<file path="src/rtl/calc_op_sequencer.sv">
// Operand/operation entry sequencer for a shared add/sub datapath; EXEC holds inputs SETTLE_CYCLES cycles then captures.
// Buttons are synchronised and debounced (DB_CNT+2 cycles raw->event); next is ignored while busy, clear always wins.

module calc_op_debounce #(
    parameter int DB_CNT = 100000
) (
    input  logic clk,
    input  logic rst_n,
    input  logic btn_i,
    output logic press_o
);
    localparam int CW = $clog2(DB_CNT + 1);

    logic          sync1_q, sync2_q, level_q, level_d;
    logic [CW-1:0] cnt_q, cnt_d;
    logic          differ, hit;

    always_comb begin
        cnt_d   = '0;
        level_d = level_q;
        differ  = (sync2_q != level_q);
        hit     = differ && (cnt_q == CW'(DB_CNT - 1));
        if (hit) begin
            level_d = sync2_q;
        end else if (differ) begin
            cnt_d = cnt_q + CW'(1);
        end
        press_o = hit & sync2_q;
    end

    always_ff @(posedge clk or negedge rst_n) begin
        if (!rst_n) begin
            sync1_q <= 1'b0;
            sync2_q <= 1'b0;
            level_q <= 1'b0;
            cnt_q   <= '0;
        end else begin
            sync1_q <= btn_i;
            sync2_q <= sync1_q;
            level_q <= level_d;
            cnt_q   <= cnt_d;
        end
    end
endmodule

module calc_op_sequencer #(
    parameter int WIDTH         = 3,
    parameter int DB_CNT        = 100000,
    parameter int SETTLE_CYCLES = 2
) (
    input  logic             clk,
    input  logic             rst_n,
    input  logic             btn_next,
    input  logic             btn_clr,
    input  logic [WIDTH-1:0] sw_val,
    input  logic             sw_op,
    output logic [WIDTH-1:0] alu_a,
    output logic [WIDTH-1:0] alu_b,
    output logic             alu_cin,
    input  logic [WIDTH-1:0] alu_sum,
    input  logic [WIDTH-1:0] alu_carry,
    output logic [WIDTH:0]   disp_digit,
    output logic             result_valid,
    output logic             ovf,
    output logic             busy,
    output logic [2:0]       state_led
);
    localparam int SW = $clog2(SETTLE_CYCLES + 1);

    typedef enum logic [2:0] {
        S_IDLE,
        S_LOAD_A,
        S_LOAD_B,
        S_EXEC,
        S_RESULT
    } state_t;

    state_t           state_q, state_d;
    logic [WIDTH-1:0] x_q, x_d, y_q, y_d;
    logic             op_q, op_d;
    logic [WIDTH:0]   result_q, result_d;
    logic             ovf_q, ovf_d;
    logic [SW-1:0]    settle_q, settle_d;

    logic             next_evt, clr_evt;
    logic             ov_now;
    logic [WIDTH:0]   res_now;
    logic             unused_carry;

    calc_op_debounce #(.DB_CNT(DB_CNT)) u_db_next (
        .clk    (clk),
        .rst_n  (rst_n),
        .btn_i  (btn_next),
        .press_o(next_evt)
    );

    calc_op_debounce #(.DB_CNT(DB_CNT)) u_db_clr (
        .clk    (clk),
        .rst_n  (rst_n),
        .btn_i  (btn_clr),
        .press_o(clr_evt)
    );

    // Low carry bits carry no information for the signed result.
    assign unused_carry = ^alu_carry[WIDTH-3:0];

    // When overflow occurs the final carry is the true sign bit.
    assign ov_now  = alu_carry[WIDTH-1] ^ alu_carry[WIDTH-2];
    assign res_now = ov_now ? {alu_carry[WIDTH-1], alu_sum} : {alu_sum[WIDTH-1], alu_sum};

    always_comb begin
        state_d  = state_q;
        x_d      = x_q;
        y_d      = y_q;
        op_d     = op_q;
        result_d = result_q;
        ovf_d    = ovf_q;
        settle_d = settle_q;
        if (clr_evt) begin
            state_d  = S_IDLE;
            x_d      = '0;
            y_d      = '0;
            op_d     = 1'b0;
            result_d = '0;
            ovf_d    = 1'b0;
            settle_d = '0;
        end else begin
            case (state_q)
                S_IDLE: begin
                    if (next_evt) state_d = S_LOAD_A;
                end
                S_LOAD_A: begin
                    if (next_evt) begin
                        x_d     = sw_val;
                        state_d = S_LOAD_B;
                    end
                end
                S_LOAD_B: begin
                    if (next_evt) begin
                        y_d      = sw_val;
                        op_d     = sw_op;
                        settle_d = SW'(SETTLE_CYCLES);
                        state_d  = S_EXEC;
                    end
                end
                S_EXEC: begin
                    if (settle_q <= SW'(1)) begin
                        settle_d = '0;
                        result_d = res_now;
                        ovf_d    = ov_now;
                        state_d  = S_RESULT;
                    end else begin
                        settle_d = settle_q - SW'(1);
                    end
                end
                S_RESULT: begin
                    if (next_evt) state_d = S_LOAD_A;
                end
                default: state_d = S_IDLE;
            endcase
        end
    end

    always_ff @(posedge clk or negedge rst_n) begin
        if (!rst_n) begin
            state_q  <= S_IDLE;
            x_q      <= '0;
            y_q      <= '0;
            op_q     <= 1'b0;
            result_q <= '0;
            ovf_q    <= 1'b0;
            settle_q <= '0;
        end else begin
            state_q  <= state_d;
            x_q      <= x_d;
            y_q      <= y_d;
            op_q     <= op_d;
            result_q <= result_d;
            ovf_q    <= ovf_d;
            settle_q <= settle_d;
        end
    end

    // The datapath forms b - a on subtract, so operands swap to yield X - Y.
    always_comb begin
        alu_a        = '0;
        alu_b        = '0;
        alu_cin      = 1'b0;
        disp_digit   = '0;
        result_valid = (state_q == S_RESULT);
        busy         = (state_q == S_EXEC);
        ovf          = ovf_q;
        state_led    = {state_q == S_RESULT, state_q == S_LOAD_B, state_q == S_LOAD_A};
        if (state_q == S_EXEC || state_q == S_RESULT) begin
            alu_cin = op_q;
            alu_a   = op_q ? y_q : x_q;
            alu_b   = op_q ? x_q : y_q;
        end
        case (state_q)
            S_LOAD_A, S_LOAD_B: disp_digit = {sw_val[WIDTH-1], sw_val};
            S_RESULT:           disp_digit = result_q;
            default:            disp_digit = '0;
        endcase
    end
endmodule
</file>
<file path="config.mk">
export PLATFORM = sky130hd
export DESIGN_NAME = calc_op_sequencer
export DESIGN_NICKNAME = d
export VERILOG_FILES = /design/src/rtl/calc_op_sequencer.sv
export SDC_FILE = /design/constraint.sdc
export NUM_CORES = 1
export LEC_CHECK = 0
export ABC_AREA = 1
export CORE_AREA = 2 2 74 76
export DETAILED_ROUTE_END_ITERATION = 6
export DIE_AREA = 0 0 76 78
export DONT_BUFFER_PORTS = 1
export PLACE_DENSITY = 0.84
export SLEW_MARGIN = 5
export SYNTH_ARGS = -nofsm -noshare
export SYNTH_HDL_FRONTEND = slang
export SYNTH_HIERARCHICAL = 1
export SYNTH_SLANG_ARGS = --single-unit
</file>
<file path="constraint.sdc">
create_clock -name clk -period 2.5 [get_ports clk]
set_input_delay 0.25 -clock clk [delete_from_list [all_inputs] [get_ports clk]]
set_output_delay 0.25 -clock clk [all_outputs]
set_load 0.05 [all_outputs]
</file>
==> results.yml <==
run_status:
  status: "finished clean"
hold_path:
  hold_class: "in2reg"
clocking:
  cts_htree_levels: 3
  root_buffer: "clkbuf_8"
  clock_latency_ns: 0.34
  clockBufferDepth: 2
  clock-sinks: 57
  numCtsBuffers: 9
  cts_tree: "built"
  clkTransAtPathRegs_ns: 0.07
placed_design:
  dp.cells: 497
  dp_hpwl_um: 4490
  numPortBuffers: 0
  place.gp.congestion: 0.876
  place_area_mm2: 0.00333
floorplanning:
  die-area_mm2: 0.00593
  die_width_um: 76
  design.core.area_mm2: 0.00504
  die_y_um: 78
  ios: 31
  start_util_pct: 62.8
  row_count: 26
layout:
  nNetsFinal: 458
  drive_gt1_share_pct: 17.2
  area_delta_synth_final_pct: 14.4
  nFillCells: 389
  num_antenna_cells: 0
  post-route-util_pct: 71.9
  fin_cells: 517
  design_area_mm2: 0.00362
timing:
  finClkSkew_ns: 0.00828
  rsz0062_at_grt: "false"
  finalMaxSlewViolations: 0
  clock.fmax_mhz: 460
  final.setup.tns_ns: 0
  finalSetupViolCount: 0
  layout_min_cycle_time_ns: 2.18
  worst_slew_pin_slew_ns: 0.466
  hold_viol: 0
  slew_headroom_pct: 68.9
  min_period_over_period_pct: 87.0
synth:
  syn_area_mm2: 0.00317
  synth-warning-count: 6
  syn-num-nets: 435
  synth_edf_count: 0
  synth_most_common_cell: "nand2_1"
  synth_commonest_cells: "nand2_1 (110), nor2_1 (70), dfrtp_1 (57)"
  yosysSeqAreaShare_pct: 45.0
  syn_inst: 419
  post-synth-top-area-fraction_pct: 45.0
  synth_ff_type: "dfrtp_1"
  avgSynthCellArea_um2: 7.56
  async_reset_ff_share_pct: 100
  synth.area.top_cells: "dfrtp_1 (45%), nand2_1 (13%), nor2_1 (8.3%)"
  synth_cell_types: 29
  synth-seq-cells: 57
  yosys.area.top_type: "dfrtp_1"
setup_path:
  cp.arrival_ns: 2.39
  critPathLaunchType: "flip-flop"
  cp_max_fo: 6
  critPathRequiredTime_ns: 2.71
  crit_path_end_kind: "flip-flop"
  critPathKind: "reg2reg"
drt:
  wl_per_cell_um: 12.2
  dr.pass1.iters: 5
  viasPerCell: 5.11
  drt_iter0_markers: 189
  ant_nets: 0
  vias: 2641
  routed_wl_um: 6300
  drc: 0
grt:
  grt_max_degree: 58
  overflow: 0
  first_global_vias: 2734
  grt_pass1_wl_um: 11700
  antenna_found_initial: 0
  grt_util_all_layers_pct: 24.8
power:
  powerDensity_mw_per_mm2: 547
  ir_drop_uv: 391
  power_uw: 1980
  p_leak_uw: 0.00162
flow_run:
  cap_violations: 0
==> cells in the final DEF (no fill, tap or decap), drive strengths merged <==
cell type      n
buf           12
clkinv         2
nand3         19
nor3           4
clkbuf        11
nor3b          2
dfrtp         57
nor2          88
ha             2
a21oi          7
a211oi         4
nand2        125
nand4          9
bufinv         2
o21a           2
o21bai         6
clkinvlp       1
o21ai         22
dlygate4sd3    3
xor2          12
inv           57
==> routing by layer <==
layer | up-vias | GRT usage [%] | wire [um]
li1 | 1353 | - | -
met1 | 1215 | 29.1 | 2740
met2 | 63 | 43.5 | 3170
met3 | 10 | 6.16 | 292
met4 | 0 | 10.5 | 102
met5 | - | 0 | 0
==> state kept, by name (all words and copies together), names as in the netlist, 2 cells and up <==
name and flops:
u_db_clr/cnt_q 17, state_q 3, settle_q 2, x_q 3, y_q 3, u_db_next/cnt_q 17, result_q 4
==> path summary, 6_finish.rpt <==
check / startpoint / end / slack (ns) / depth (start not counted)
setup / recovery: u_db_clr/cnt_q[0] / x_q[2] / 0.32 / 8
hold / removal: alu_sum[1] / result_q[1] / 0.01 / 2
setup reg to reg: u_db_clr/cnt_q[0] / x_q[2] / 0.32 / 8
hold reg to reg: u_db_clr/sync1_q / u_db_clr/sync2_q / 0.36 / 0
max in group asynchronous: rst_n / u_db_next/cnt_q[4] / 1.83 / 2
min in group asynchronous: rst_n / u_db_next/cnt_q[15] / 0.44 / 2
==> logic make-up after synthesis <==
logic type      Yosys count  synth area share [%]
simple gates            247                  35.5
buf+inv                  60                  7.55
flops                    57                  45.0
compound gates           41                  7.78
xor+xnor                 12                  3.32
fa+ha+maj                 2                 0.790
==> through the flow <==
stage | setup WS (ns) | hold slack [ns]
after floorplan | 0.0358 | -0.0456
after global placement | 0.305 | -0.0439
after detailed placement | 0.235 | -0.0441
after CTS | 0.219 | 0.00201
after global routing | 0.0916 | 0.0282
final | 0.324 | 0.0129
==> repair_timing <==
item | CTS | global route
buffers inserted | 0 | 0
hold buffers | 4 | 0
endpoints found under the hold margin | 59 | 0
endpoints found under the setup margin | 0 | 3
gates resized for setup | 0 | 1
==> power by group <==
part | leakage [uW] | switching [uW] | internal (uW)
Combinational | 0.000782 | 45.1 | 20.0
Sequential | 0.000719 | 9.09 | 934
Clock | 0.000115 | 364 | 611
Total | 0.00162 | 418 | 1560
==> critical path, cell delays in order (launching register included) <==
cell and delay, ns:
dfrtp_1 0.38, ha_1 0.21, nand3_1 0.13, nor2_1 0.15
nand3_2 0.17, nor2_2 0.29, inv_1 0.21, a21oi_1 0.36
o21ai_0 0.14
==> area by class of cell <==
type	instances	area (um^2)	share of cell area, %
clock buffers	11	151	4.18
clock inverters	5	77.6	2.14
inverters	57	216	5.97
multi-input cells	302	1520	42.1
flip-flops and latches	57	1430	39.4
well taps	70	87.6	2.42
repair buffers	15	140	3.87
Note: power is estimated with default switching activity, not from simulation.
